### src/rtl/axis_pkt_source.sv
// rtl/axis_pkt_source.sv - 8-bit AXI-Stream style burst packet source (optional checksum beat: AXIS_PKT_CSUM_EN)
module axis_pkt_source #(
    parameter int GAP_CYCLES = 2,
    parameter int CNT_W      = 8
) (
    input  logic             clk,
    input  logic             rst,
    input  logic             start,
    input  logic [7:0]       pkt_len,
    input  logic [CNT_W-1:0] num_pkts,
    input  logic [7:0]       seed,
    output logic             busy,
    output logic             done,
    output logic [CNT_W-1:0] pkts_sent,
    output logic [7:0]       m_data,
    output logic             m_valid,
    input  logic             m_ready,
    output logic             m_last
);

`ifdef AXIS_PKT_CSUM_EN
    localparam bit CSUM_EN = 1'b1;
    typedef enum logic [1:0] {S_IDLE, S_SEND, S_GAP, S_CSUM} state_t;
`else
    localparam bit CSUM_EN = 1'b0;
    typedef enum logic [1:0] {S_IDLE, S_SEND, S_GAP} state_t;
`endif

    state_t state_q, state_d;

    logic [7:0]       data_q, data_d;
    logic             valid_q, valid_d;
    logic             last_q, last_d;
    logic             busy_q, busy_d;
    logic             done_q, done_d;
    logic [CNT_W-1:0] ps_q, ps_d;
    logic [CNT_W-1:0] num_q, num_d;
    logic [7:0]       len_q, len_d;
    logic [7:0]       beat_q, beat_d;
    logic [7:0]       pay_q, pay_d;
    logic [7:0]       csum_q, csum_d;
    logic [15:0]      gap_q, gap_d;

    logic xfer;
    logic start_ok;
    logic beat_last;
    logic pkt_end;
    logic last_pkt;
    logic gap_end;

    // The first beat of a packet carries last only for single-beat packets without a checksum beat.
    function automatic logic first_last(input logic [7:0] len);
        return !CSUM_EN && (len == 8'd1);
    endfunction

    assign xfer      = valid_q && m_ready;
    assign start_ok  = start && (pkt_len != 8'd0) && (num_pkts != '0);
    assign beat_last = (beat_q == len_q);
    assign last_pkt  = ((ps_q + CNT_W'(1)) == num_q);
    assign gap_end   = (gap_q == 16'(GAP_CYCLES - 1));

`ifdef AXIS_PKT_CSUM_EN
    assign pkt_end = (state_q == S_CSUM) && xfer;
`else
    assign pkt_end = (state_q == S_SEND) && xfer && beat_last;
`endif

    // State register.
    always_ff @(posedge clk) begin
        if (!rst) begin
            state_q <= S_IDLE;
        end else begin
            state_q <= state_d;
        end
    end

    // Next-state logic.
    always_comb begin
        state_d = state_q;
        case (state_q)
            S_IDLE: if (start_ok) state_d = S_SEND;
`ifdef AXIS_PKT_CSUM_EN
            S_SEND: if (xfer && beat_last) state_d = S_CSUM;
            S_CSUM: state_d = S_CSUM;
`else
            S_SEND: state_d = S_SEND;
`endif
            S_GAP:  if (gap_end) state_d = S_SEND;
            default: state_d = S_IDLE;
        endcase
        if (pkt_end) begin
            if (last_pkt) begin
                state_d = S_IDLE;
            end else if (GAP_CYCLES == 0) begin
                state_d = S_SEND;
            end else begin
                state_d = S_GAP;
            end
        end
    end

    // Next values of the registered outputs and the datapath counters.
    always_comb begin
        data_d  = data_q;
        valid_d = valid_q;
        last_d  = last_q;
        done_d  = 1'b0;
        ps_d    = ps_q;
        num_d   = num_q;
        len_d   = len_q;
        beat_d  = beat_q;
        pay_d   = pay_q;
        csum_d  = csum_q;
        gap_d   = gap_q;

        case (state_q)
            S_IDLE: begin
                if (start_ok) begin
                    len_d   = pkt_len;
                    num_d   = num_pkts;
                    ps_d    = '0;
                    data_d  = seed;
                    pay_d   = seed;
                    valid_d = 1'b1;
                    last_d  = first_last(pkt_len);
                    beat_d  = 8'd1;
                    csum_d  = 8'd0;
                end
            end
            S_SEND: begin
                if (xfer) begin
                    pay_d  = data_q + 8'd1;
                    csum_d = csum_q ^ data_q;
                    if (beat_last) begin
                        if (CSUM_EN) begin
                            data_d = csum_q ^ data_q;
                            last_d = 1'b1;
                        end
                    end else begin
                        data_d = data_q + 8'd1;
                        beat_d = beat_q + 8'd1;
                        last_d = !CSUM_EN && ((beat_q + 8'd1) == len_q);
                    end
                end
            end
            S_GAP: begin
                if (gap_end) begin
                    valid_d = 1'b1;
                    data_d  = pay_q;
                    beat_d  = 8'd1;
                    last_d  = first_last(len_q);
                end else begin
                    gap_d = gap_q + 16'd1;
                end
            end
            default: begin
            end
        endcase

        // Packet boundary: count it, then finish the burst, chain the next packet, or pause.
        if (pkt_end) begin
            ps_d   = ps_q + CNT_W'(1);
            csum_d = 8'd0;
            beat_d = 8'd1;
            if (last_pkt) begin
                valid_d = 1'b0;
                last_d  = 1'b0;
                done_d  = 1'b1;
            end else if (GAP_CYCLES == 0) begin
                valid_d = 1'b1;
                data_d  = pay_d;
                last_d  = first_last(len_q);
            end else begin
                valid_d = 1'b0;
                last_d  = 1'b0;
                gap_d   = 16'd0;
            end
        end

        busy_d = (state_d != S_IDLE);
    end

    // Output and datapath registers; reset clears everything and aborts any packet in flight.
    always_ff @(posedge clk) begin
        if (!rst) begin
            data_q  <= 8'd0;
            valid_q <= 1'b0;
            last_q  <= 1'b0;
            busy_q  <= 1'b0;
            done_q  <= 1'b0;
            ps_q    <= '0;
            num_q   <= '0;
            len_q   <= 8'd0;
            beat_q  <= 8'd0;
            pay_q   <= 8'd0;
            csum_q  <= 8'd0;
            gap_q   <= 16'd0;
        end else begin
            data_q  <= data_d;
            valid_q <= valid_d;
            last_q  <= last_d;
            busy_q  <= busy_d;
            done_q  <= done_d;
            ps_q    <= ps_d;
            num_q   <= num_d;
            len_q   <= len_d;
            beat_q  <= beat_d;
            pay_q   <= pay_d;
            csum_q  <= csum_d;
            gap_q   <= gap_d;
        end
    end

    assign m_data    = data_q;
    assign m_valid   = valid_q;
    assign m_last    = last_q;
    assign busy      = busy_q;
    assign done      = done_q;
    assign pkts_sent = ps_q;

endmodule

### config.mk
export PLATFORM = sky130hd
export DESIGN_NAME = axis_pkt_source
export DESIGN_NICKNAME = d
export VERILOG_FILES = /design/src/rtl/axis_pkt_source.sv
export SDC_FILE = /design/constraint.sdc
export NUM_CORES = 1
export LEC_CHECK = 0
export BUFFER_PORTS_ARGS = -buffer_cell sky130_fd_sc_hd__buf_4
export CAP_MARGIN = 10
export CORE_MARGIN = 3
export CORE_UTILIZATION = 35
export CTS_CLUSTER_DIAMETER = 80
export DETAILED_ROUTE_END_ITERATION = 8
export PLACE_DENSITY = 0.49
export SLEW_MARGIN = 20
export SYNTH_ARGS = -nofsm -noshare
export SYNTH_HDL_FRONTEND = slang
export SYNTH_SLANG_ARGS = --single-unit
### constraint.sdc
create_clock -name clk -period 2.6 [get_ports clk]
set_input_delay 0.26 -clock clk [delete_from_list [all_inputs] [get_ports clk]]
set_output_delay 0.26 -clock clk [all_outputs]
set_load 0.1 [all_outputs]
; Yosys cells after proc, flatten, opt, wreduce, memory -nomap -nowiden
; Index checks and enable logic that the tools add are counted.
[word_totals]
ff_bits = 70
in_bits = 28
output_inout_bits = 20
wordCells = 91
[op_classes]
n_addsub = 4
n_eq_ne = 16
mux = 34
bitwise_logic = 1
reduce_logical = 23
[ops]
columns = op, n
row1 = 2-to-1 mux 8 bit, 12
row2 = 2-to-1 mux 16 bit, 4
row3 = one-hot mux 8 bit (3 select lines), 2
row4 = "adder 8 x 1 -> 8 bit, second input constant", 3
row5 = equality test 8 bit, 3
row6 = "adder 16 x 1 -> 16 bit, second input constant", 1
row7 = "equality test 16 x 1 -> 1 bit, second input constant", 1
row8 = "equality test 8 x 1 -> 1 bit, second input constant", 2
row9 = one-hot mux 8 bit (2 select lines), 1
row10 = nonzero test 8 bit, 2
row11 = "inequality test 3 bit, second input constant", 4
row12 = AND reduction 5 bit, 2
row13 = nonzero test 2 bit, 5
row14 = 2-to-1 mux 1 bit, 8
row15 = 2-to-1 mux 2 bit, 4
row16 = "inequality test 2 bit, second input constant", 4
row17 = one-hot mux 2 bit (3 select lines), 1
row18 = AND reduction 2 bit, 3
row19 = AND reduction 3 bit, 2
row20 = logical AND 1 bit, 5
row21 = nonzero test 4 bit, 1
row22 = one-hot mux 1 bit (3 select lines), 1
row23 = nonzero test 3 bit, 1
row24 = "equality test 2 x 1 -> 1 bit, second input constant", 1
row25 = 5 further kinds, 5

; Longest topological paths before layout
; Gate-level depths: netlist of the first run.
[logic_depth]
depth_word = 7
depth_mapped = 10
mapped_depth_nobuf = 8

; Worst setup path before layout of the first run
; No wires, ideal clock.
[synth_timing]
path_type = reg2reg
from = register ps_q[0] (netlist: pkts_sent[0])
to = register gap_q[10]
arrival_ns = 2.711
setup_slack_ns = -0.175
stages_incl_launch_ff = 9
n_path_buf = 1
period_less_slack_ns = 2.775
path_cell_list = dfxtp_1 -> ha_1 -> nand3_1 -> xnor2_1 -> nor4_1 -> o2111ai_1 -> a21bo_2 -> buf_2 -> nor2_1
[synth_between]
elab_chain_cells = 4
[synth_rtl]
columns = item, line
row1 = start: declaration, 36  ; logic [CNT_W-1:0] ps_q, ps_d;
row2 = start signal: assignment, 204  ; ps_q <= ps_d;
row3 = adder 8 x 1 -> 8 bit, 59  ; assign last_pkt = ((ps_q + CNT_W'(1)) == num_q);
row4 = equality test 8 bit, 59
row5 = 2-to-1 mux 16 bit, 165  ; if (last_pkt) begin
row6 = 2-to-1 mux 16 bit, 161  ; if (pkt_end) begin
row7 = end signal: assignment, 210  ; gap_q <= gap_d;
row8 = end: declaration, 42  ; logic [15:0] gap_q, gap_d;
; Every way passes these cells.
; A chain may end at the register's enable or synchronous reset.

; Final worst setup path of the first run
[layout_timing]
from = register beat_q[0]
to = register last_q (netlist: m_last)
[layout_between]
elab_chain_cells = 5
word_cells_on_any_way = 10
cone_classes = add/sub (1) / eq/ne (3) / mux (3) / reduce/logical (3)
[layout_rtl]
columns = item, line
row1 = start: declaration, 39  ; logic [7:0] beat_q, beat_d;
row2 = start signal: assignment, 207  ; beat_q <= beat_d;
row3 = adder 8 x 1 -> 8 bit, 142  ; last_d = !CSUM_EN && ((beat_q + 8'd1) == len_q);
row4 = equality test 8 bit, 142
row5 = 2-to-1 mux 1 bit, 134  ; if (beat_last) begin
row6 = 2-to-1 mux 1 bit, 131  ; if (xfer) begin
row7 = one-hot mux 1 bit (3 select lines), 116  ; case (state_q)
row8 = end signal: assignment, 201  ; last_q <= last_d;
row9 = end: declaration, 33  ; logic last_q, last_d;
; Parallel ways exist; a longest one is shown, timed or not. The select of a mux whose other input is x is not followed.

==> results of run 1 <==
## metal layers
metal | wire length (um) | vias up | track usage [%]
met5 | 0 | - | 0
met1 | 5270 | 1721 | 23.4
li1 | - | 1851 | -
met4 | 142 | 0 | 7.19
met2 | 4980 | 65 | 26.4
met3 | 359 | 11 | 3.24
## sequential cells by signal, summed over array words and instances, names as in the netlist
| register | cells |
|---|---|
| num_q | 8 |
| len_q | 8 |
| beat_q | 8 |
| pay_q | 8 |
| pkts_sent | 8 |
| gap_q | 16 |
| done | 1 |
| m_last | 1 |
| state_q | 2 |
| busy | 1 |
| m_data | 8 |
| m_valid | 1 |
## kinds of logic (layout without fill, tap and decap cells)
kind of cell / after synthesis / in the layout / share of synthesized area (%)
and+or+nand+nor: 216 / 216 / 28.3
adders and majority gates: 9 / 9 / 2.65
muxes: 24 / 24 / 5.69
xor gates and xnor gates: 46 / 46 / 9.85
AOI/OAI and AO/OA: 96 / 96 / 16.1
DFF: 70 / 70 / 33.0
buffers and inverters: 41 / 85 / 4.40
## path summary, 6_finish.rpt
check                              start                     end  slack, ns
setup / recovery  beat_q[0]$_SDFFE_PN0P_     m_last$_SDFFE_PP0P_       0.26
hold / removal                pkt_len[2]   len_q[2]$_SDFFE_PN0P_       0.18
setup reg to reg  beat_q[0]$_SDFFE_PN0P_     m_last$_SDFFE_PP0P_       0.26
hold reg to reg   m_data[5]$_SDFFE_PN0P_  m_data[5]$_SDFFE_PN0P_       0.51
## where the power goes
group	leakage [nW]	internal [mW]	switching, mW
sequential	0.572	1.14	0.0675
clock	0.172	0.961	0.490
combinational	1.15	0.252	0.438
## area by class of cell
class	count	area [um^2]	area share (%)
timing repair buffer	57	428	8.46
clock inverter	6	109	2.15
multi-input combinational	391	2650	52.5
inverter	12	45.0	0.891
sequential	70	1400	27.8
clock buffer	10	239	4.73
tap	143	179	3.54
## per-stage QoR
step / std cells / power (mW) / hold WS (ns) / instance area (um^2)
after CTS: 689 / 3.40 / 0.169 / 5060
after detailed placement: 673 / 1.92 / 0.499 / 4710
final: 689 / 3.35 / 0.183 / 5060
after global routing: 689 / 3.51 / 0.206 / 5060
after floorplan: 502 / 1.75 / 0.416 / 4240
after global placement: 673 / 1.92 / 0.478 / 4710
## worst max-delay path: cells and delay by family (launching register included)
kind | cells | cell delay, ns
and+or+nand+nor | 3 | 0.75
AOI/OAI and AO/OA | 3 | 0.66
DFF | 1 | 0.48
adders and majority gates | 1 | 0.35
## synthesized netlist by cell type (4+ instances only)
cell	n
nand4_1	11
buf_2	8
nand3b_1	7
dfxtp_1	70
nor2b_1	26
o211ai_1	6
o21ai_0	18
xnor2_1	33
and2_1	5
a21boi_1	14
o21a_1	4
ha_1	9
nand3_1	19
nand2_1	38
a21oi_1	15
and4_1	4
or3_1	7
inv_1	12
xor2_1	12
a21boi_0	6
nor4_1	5
mux2i_1	23
nor3_1	9
a22oi_1	4
clkbuf_1	16
nor2_1	58
==> impl_metrics.env, run 1 <==
export IMPL_drv_slew=0
export IMPL_ys_ff_latch=70
export IMPL_overflow=0
export IMPL_cts_buffers_inserted=9
export IMPL_outcome="complete, no violations"
export IMPL_ys_seq_area_share_pct=33.0
export IMPL_post_cts_setup_buffers=0
export IMPL_hold_viol=0
export IMPL_layout_commonest_cell="dfxtp_1"
export IMPL_place_gp_congestion=0.810
export IMPL_clock_path_buffers=2
export IMPL_grt_pass1_wl_um=17900
export IMPL_coreArea_um2=11600
export IMPL_hpwl_um=7730
export IMPL_slowest_stage="dfxtp_1"
export IMPL_synthArstFlopShare_pct=0
export IMPL_drive_gt1_share_pct=17.6
export IMPL_drtPass1Iterations=5
export IMPL_viasPerCell=5.29
export IMPL_synthCells=502
export IMPL_post_place_ws_ns=0.287
export IMPL_synth_area_top_cells="dfxtp_1 33%, xnor2_1 6.8%, mux2i_1 5.4%, nor2_1 5.1%, nor2b_1 3.8%"
export IMPL_drv_cap=0
export IMPL_min_path_cells=3
export IMPL_start_util_pct=36.5
export IMPL_yosysTopAreaCell="dfxtp_1"
export IMPL_dieArea_um2=13500
export IMPL_synth_area_per_cell_um2=8.45
export IMPL_yosysWarnings=0
export IMPL_min_period_ns=2.34
export IMPL_wl_per_cell_um=15.6
export IMPL_p_leak_nw=1.90
export IMPL_fin_nets=578
export IMPL_worst_pin_slew_ns=0.590
export IMPL_die_x_um=116
export IMPL_cts_root_buf="clkbuf_16"
export IMPL_ioPinCount=48
export IMPL_synth_net_count=539
export IMPL_ctsHoldBuffers=0
export IMPL_setup_ws_ns=0.260
export IMPL_mostFrequentLayoutCells="68 x dfxtp_1, 58 x nor2_1, 57 x buf_4"
export IMPL_ant_nets=0
export IMPL_critPathArrivalTime_ns=2.59
export IMPL_via_count=3648
export IMPL_final_core_util_pct=43.5
export IMPL_grt_setup_unrepaired="no"
export IMPL_syn_to_final_growth_pct=19.2
export IMPL_die_y_um=116
export IMPL_reg2reg_depth=7
export IMPL_nFillCells=1197
export IMPL_grt_pass1_vias=3443
export IMPL_track_usage_pct=17.1
export IMPL_portBuffers=47
export IMPL_n_antenna_cell=0
export IMPL_wl_um=10800
export IMPL_powerDensity_nw_per_um2=661
export IMPL_cp_required_ns=2.85
export IMPL_synth_ff_type="dfxtp_1"
export IMPL_max_freq_mhz=427
export IMPL_path_class="flop to flop"
export IMPL_slowest_delay_ns=0.48
export IMPL_drc=0
export IMPL_path_cells="ha_1 -> nand3_4 -> or3_1 -> and3_1 -> a2111oi_2 -> o2111ai_1 -> a211oi_1"
export IMPL_ir_drop_v=0.000390
export IMPL_start_kind="flop"
export IMPL_worstPathMaxFanout=9
export IMPL_synth_edf_count=0
export IMPL_relSlewSlack_pct=60.6
export IMPL_grt_start_max_net_pins=47
export IMPL_rows=39
export IMPL_clock_sinks=70
export IMPL_timing_final_crit_share_pct=90.0
export IMPL_path_clk_slew_ns=0.06
export IMPL_synth_top_area_share_pct=33.0
export IMPL_syn_area_um2=4240
export IMPL_clk_latency_ns=0.34
export IMPL_antenna_found_initial=0
export IMPL_setup_viol=0
export IMPL_tritoncts="yes"
export IMPL_endpoint_kind="flop"
export IMPL_min_path_type="primary input to flop"
export IMPL_cts_resized=0
export IMPL_fin_skew_ns=0.00573
export IMPL_yosysUniqueCellTypes=67
export IMPL_cts_max_level=3
export IMPL_first_iter_violations=157
export IMPL_tns_ns=0
Power figures use the tool's default switching activity.
==> run 2: changes to the inputs <==
- CORE_ASPECT_RATIO: unset -> 1.1
- SLEW_MARGIN: 20 -> unset
==> run 2 against run 1 <==
Flip-flop and latch count stayed put. Register-to-register slack worse by 0.04 ns. Combinational power hardly changed. Clock skew is 0.0028 ns higher. Worst hold slack better by 0.0022 ns. Critical endpoint unchanged.
==> impl_metrics.env, run 2 (same netlist as run 1, synthesis figures left out) <==
export IMPL_outcome="complete, no violations"
export IMPL_final_seq_area_um2=1400
export IMPL_tns_ns=0
export IMPL_fin_skew_ns=0.00851
export IMPL_n_antenna_cell=0
export IMPL_layout_commonest_cell="dfxtp_1"
export IMPL_coreArea_um2=11600
export IMPL_ant_nets=0
export IMPL_multi_input_area_um2=2660
export IMPL_dieArea_um2=13500
export IMPL_finalNonFillerCells=697
export IMPL_antenna_found_initial=0
export IMPL_setup_ws_ns=0.220
export IMPL_largest_reg_flops=16
export IMPL_reg2reg_to="m_last$_SDFFE_PP0P_"
export IMPL_final_core_util_pct=43.1
export IMPL_cts_root_buf="clkbuf_16"
export IMPL_path_class="flop to flop"
export IMPL_hold_viol=0
export IMPL_reg2reg_from="beat_q[0]$_SDFFE_PN0P_"
export IMPL_ctsHoldBuffers=0
export IMPL_max_freq_mhz=420
export IMPL_min_period_ns=2.38
export IMPL_powerDensity_nw_per_um2=603
export IMPL_cts_max_level=3
export IMPL_worstPathMaxFanout=9
export IMPL_ir_drop_v=0.000329
export IMPL_via_count=3578
export IMPL_relSlewSlack_pct=60.0
export IMPL_die_y_um=121
export IMPL_p_leak_nw=1.87
export IMPL_ioPinCount=48
export IMPL_grt_start_max_net_pins=47
export IMPL_cts_buffers_inserted=9
export IMPL_placed_area_um2=4750
export IMPL_clk_latency_ns=0.34
export IMPL_min_path_type="primary input to flop"
export IMPL_start_kind="flop"
export IMPL_clock_path_buffers=2
export IMPL_grt_setup_unrepaired="no"
export IMPL_first_iter_violations=209
export IMPL_path_clk_slew_ns=0.06
export IMPL_drtPass1Iterations=4
export IMPL_grt_pass1_wl_um=17400
export IMPL_post_place_ws_ns=0.267
export IMPL_grt_pass1_vias=3371
export IMPL_start_util_pct=36.4
export IMPL_wl_um=10400
export IMPL_track_usage_pct=16.1
export IMPL_clock_sinks=70
export IMPL_overflow=0
export IMPL_endpoint_kind="flop"
export IMPL_worst_pin_slew_ns=0.595
export IMPL_critPathArrivalTime_ns=2.64
export IMPL_stdcell_area_um2=5020
export IMPL_nFillCells=1173
export IMPL_r2r_slack_ns=0.22
export IMPL_drive_gt1_share_pct=17.6
export IMPL_place_gp_congestion=0.789
export IMPL_rows=41
export IMPL_die_x_um=111
export IMPL_hpwl_um=7540
export IMPL_tritoncts="yes"
export IMPL_timing_final_crit_share_pct=91.5
export IMPL_fin_nets=579
export IMPL_crit_start="beat_q[0]$_SDFFE_PN0P_"
export IMPL_drv_slew=0
export IMPL_drc=0
export IMPL_setup_viol=0
export IMPL_wl_per_cell_um=14.9
export IMPL_mostFrequentLayoutCells="68 x dfxtp_1, 58 x nor2_1, 56 x buf_4"
export IMPL_drv_cap=0
export IMPL_cp_required_ns=2.86
export IMPL_syn_to_final_growth_pct=18.4
export IMPL_dp_cells=681
export IMPL_viasPerCell=5.13
export IMPL_portBuffers=47
export IMPL_regMostFlops="gap_q"
export IMPL_cp_endpoint="m_last$_SDFFE_PP0P_"
export IMPL_reg2reg_depth=7
[run 2: through the flow]
step	power [mW]	hold WS [ns]
final	3.03	0.185
after global routing	3.18	0.194
after CTS	3.07	0.177
after detailed placement	1.92	0.478
after global placement	1.92	0.477
after floorplan	1.75	0.416
[run 2: worst min path at each step]
stage / from / end / slack (ns) / depth (start not counted)
after global routing: num_pkts[7] / num_q[7]$_SDFFE_PN0P_ / 0.19 / 3
after detailed placement: m_data[7]$_SDFFE_PN0P_ / m_data[7]$_SDFFE_PN0P_ / 0.48 / 2
after global placement: m_data[7]$_SDFFE_PN0P_ / m_data[7]$_SDFFE_PN0P_ / 0.48 / 2
after floorplan: pkt_len[0] / len_q[0]$_SDFFE_PN0P_ / 0.42 / 2
final: num_pkts[7] / num_q[7]$_SDFFE_PN0P_ / 0.18 / 3
after CTS: num_pkts[7] / num_q[7]$_SDFFE_PN0P_ / 0.18 / 3
[run 2: critical path, stage by stage, from the launching register on]
cell,delay [ns]
dfxtp_1,0.51
ha_2,0.33
nand3_4,0.13
or3_1,0.40
and3_1,0.21
a2111oi_2,0.31
o2111ai_1,0.20
a211oi_1,0.22
[run 2: layer usage]
layer	wire length [um]	GRT usage [%]	up-vias
met5	0	0	-
met1	5010	21.0	1639
met4	241	7.70	0
met2	4700	25.9	76
met3	411	2.99	17
li1	-	-	1846
[run 2: report_power, final]
part / internal, mW / total [mW] / switching [mW]
Clock: 0.667 / 1.14 / 0.469
Sequential: 1.14 / 1.20 / 0.0668
Combinational: 0.256 / 0.692 / 0.436
[run 2: area by class of cell]
| type | count | area share [%] |
|---|---|---|
| Inverter | 12 | 0.897 |
| Clock buffer | 12 | 4.91 |
| Clock inverter | 4 | 0.448 |
| Timing Repair Buffer | 58 | 9.17 |
| Multi-Input combinational cell | 391 | 52.9 |
| Sequential cell | 70 | 28.0 |
| Tap cell | 150 | 3.74 |
[run 2: what timing repair did]
item,in CTS,in global routing
endpoints found under the setup margin,0,1
endpoints found under the hold margin,0,0
resized for setup,0,1
setup buffers,0,0
==> run 3: changes to the inputs <==
--- a/config.mk
+++ b/config.mk
@@ -11,7 +11,9 @@
 export CORE_MARGIN = 3
 export CORE_UTILIZATION = 35
+export CTS_BUF_LIST = sky130_fd_sc_hd__clkbuf_4 sky130_fd_sc_hd__clkbuf_8 sky130_fd_sc_hd__clkbuf_16
 export CTS_CLUSTER_DIAMETER = 80
 export DETAILED_ROUTE_END_ITERATION = 8
 export PLACE_DENSITY = 0.49
+export REMOVE_ABC_BUFFERS = 1
 export SYNTH_ARGS = -nofsm -noshare
 export SYNTH_HDL_FRONTEND = slang
==> constraint.sdc (replaced) <==
create_clock -name clk -period 2.6 [get_ports clk]
set_input_delay 0.26 -clock clk [delete_from_list [all_inputs] [get_ports clk]]
set_output_delay 0.26 -clock clk [all_outputs]
set_load 0.05 [all_outputs]
==> run 3 against run 2 <==
Sequential power barely moved. Clock power rose by 9%. Flip-flop and latch count did not move. Sequential share of layout area fell by 0.25 points. Setup slack improved by 0.013 ns. Power rose by 0.73%. Final cell count rose by 0.43%. Worst hold slack improved by 0.0022 ns. Via count rose by 3.2%. Combinational power fell by 12%. Clock-buffer cell count fell by 2. Critical path type unchanged. Critical endpoint unchanged. Largest cell class unchanged.
==> impl_metrics.env, run 3 (same netlist as run 1, synthesis figures left out) <==
export IMPL_outcome="complete, no violations"
export IMPL_grt_setup_unrepaired="no"
export IMPL_hold_viol=0
export IMPL_multi_input_area_um2=2670
export IMPL_wl_per_cell_um=15.1
export IMPL_tritoncts="yes"
export IMPL_grt_start_max_net_pins=30
export IMPL_antenna_found_initial=0
export IMPL_overflow=0
export IMPL_syn_to_final_growth_pct=19.3
export IMPL_clock_path_buffers=2
export IMPL_mostFrequentLayoutCells="70 x dfxtp_1, 61 x buf_4, 58 x nor2_1"
export IMPL_cp_required_ns=2.86
export IMPL_final_seq_area_um2=1400
export IMPL_coreArea_um2=11600
export IMPL_start_util_pct=36.4
export IMPL_cts_buffers_inserted=9
export IMPL_min_path_type="primary input to flop"
export IMPL_r2r_slack_ns=0.23
export IMPL_max_freq_mhz=422
export IMPL_die_y_um=121
export IMPL_dieArea_um2=13500
export IMPL_cts_root_buf="clkbuf_16"
export IMPL_endpoint_kind="flop"
export IMPL_hpwl_um=7690
export IMPL_grt_pass1_vias=3562
export IMPL_grt_pass1_wl_um=17800
export IMPL_p_leak_nw=1.90
export IMPL_reg2reg_from="beat_q[0]$_SDFFE_PN0P_"
export IMPL_path_clk_slew_ns=0.06
export IMPL_timing_final_crit_share_pct=91.0
export IMPL_cts_max_level=3
export IMPL_fin_nets=582
export IMPL_min_path_cells=3
export IMPL_holdPathEnd="num_q[6]$_SDFFE_PN0P_"
export IMPL_ctsHoldBuffers=0
export IMPL_regMostFlops="gap_q"
export IMPL_fin_skew_ns=0.00560
export IMPL_start_kind="flop"
export IMPL_hold_start="num_pkts[6]"
export IMPL_reg2reg_to="m_last$_SDFFE_PP0P_"
export IMPL_viasPerCell=5.28
export IMPL_ant_nets=0
export IMPL_clk_latency_ns=0.34
export IMPL_powerDensity_nw_per_um2=604
export IMPL_path_class="flop to flop"
export IMPL_first_iter_violations=130
export IMPL_min_period_ns=2.37
export IMPL_largest_reg_flops=16
export IMPL_n_antenna_cell=0
export IMPL_reg2reg_depth=7
export IMPL_drive_gt1_share_pct=18.2
export IMPL_via_count=3693
export IMPL_drtPass1Iterations=4
export IMPL_clock_sinks=70
export IMPL_track_usage_pct=16.3
export IMPL_wl_um=10600
export IMPL_worstPathMaxFanout=9
export IMPL_layout_commonest_cell="dfxtp_1"
export IMPL_die_x_um=111
export IMPL_portBuffers=47
export IMPL_ioPinCount=48
export IMPL_setup_viol=0
export IMPL_rows=41
export IMPL_total_power_mw=3.05
export IMPL_tns_ns=0
export IMPL_ir_drop_v=0.000336
export IMPL_place_gp_congestion=0.790
export IMPL_drv_cap=0
export IMPL_worst_pin_slew_ns=0.527
export IMPL_critPathArrivalTime_ns=2.62
export IMPL_drv_slew=0
export IMPL_nFillCells=1152
export IMPL_drc=0
export IMPL_relSlewSlack_pct=64.8
## run 3: through the flow
step / setup WS, ns / cells / utilization [%] / hold slack [ns] / cell area (um^2)
detailed placement: 0.209 / 684 / 40.8 / 0.484 / 4750
global placement: 0.197 / 684 / 40.8 / 0.479 / 4750
CTS: 0.189 / 700 / 43.3 / 0.178 / 5050
floorplan: 0.0105 / 473 / - / 0.374 / 4100
global route: 0.0496 / 700 / 43.4 / 0.181 / 5060
finish: 0.233 / 700 / 43.4 / 0.187 / 5060
## run 3: timing repair
| item | in CTS | in global routing |
|---|---|---|
| gates resized for setup | 0 | 2 |
| setup buffers | 0 | 0 |
| endpoints found under the setup margin | 0 | 1 |
## run 3: worst max-delay path: stages (launching register included)
cell	delay, ns
dfxtp_1	0.50
ha_1	0.37
nand3_4	0.14
or3_1	0.41
and3_1	0.21
a2111oi_2	0.28
o2111ai_1	0.15
a211oi_1	0.21
## run 3: cell type report
class                      count  share of cell area, %
tap                          150                   3.71
sequential                    70                   27.7
clock inverter                 6                   1.21
timing repair buffer          61                   9.05
inverter                      12                  0.890
multi-input combinational    391                   52.7
clock buffer                  10                   4.72
## run 3: per-layer routing
metal	part of all wire, %	global-route usage (%)	wire [um]	vias to the layer above
li1	-	-	-	1865
met1	47	21.0	4990	1737
met2	46	26.6	4930	75
met3	4.5	3.64	474	16
met4	2.0	6.70	210	0
met5	0	0	0	-
## run 3: power by group
| part | switching, mW | total (mW) | internal, mW |
|---|---|---|---|
| combinational | 0.353 | 0.609 | 0.256 |
| sequential | 0.0675 | 1.20 | 1.14 |
| clock | 0.475 | 1.24 | 0.764 |
| total | 0.896 | 3.05 | 2.16 |
## run 3: how the worst max path moves through the flow
stage | start | endpoint | slack [ns] | cells after the start
finish | beat_q[0]$_SDFFE_PN0P_ | m_last$_SDFFE_PP0P_ | 0.23 | 7
global route | pkts_sent[1]$_SDFFE_PN0P_ | gap_q[1]$_SDFF_PN0_ | 0.05 | 7
CTS | pkts_sent[1]$_SDFFE_PN0P_ | gap_q[1]$_SDFF_PN0_ | 0.19 | 7
detailed placement | pkts_sent[1]$_SDFFE_PN0P_ | gap_q[1]$_SDFF_PN0_ | 0.21 | 7
global placement | pkts_sent[1]$_SDFFE_PN0P_ | gap_q[1]$_SDFF_PN0_ | 0.20 | 7
floorplan | state_q[1]$_SDFF_PN0_ | gap_q[1]$_SDFF_PN0_ | 0.01 | 6
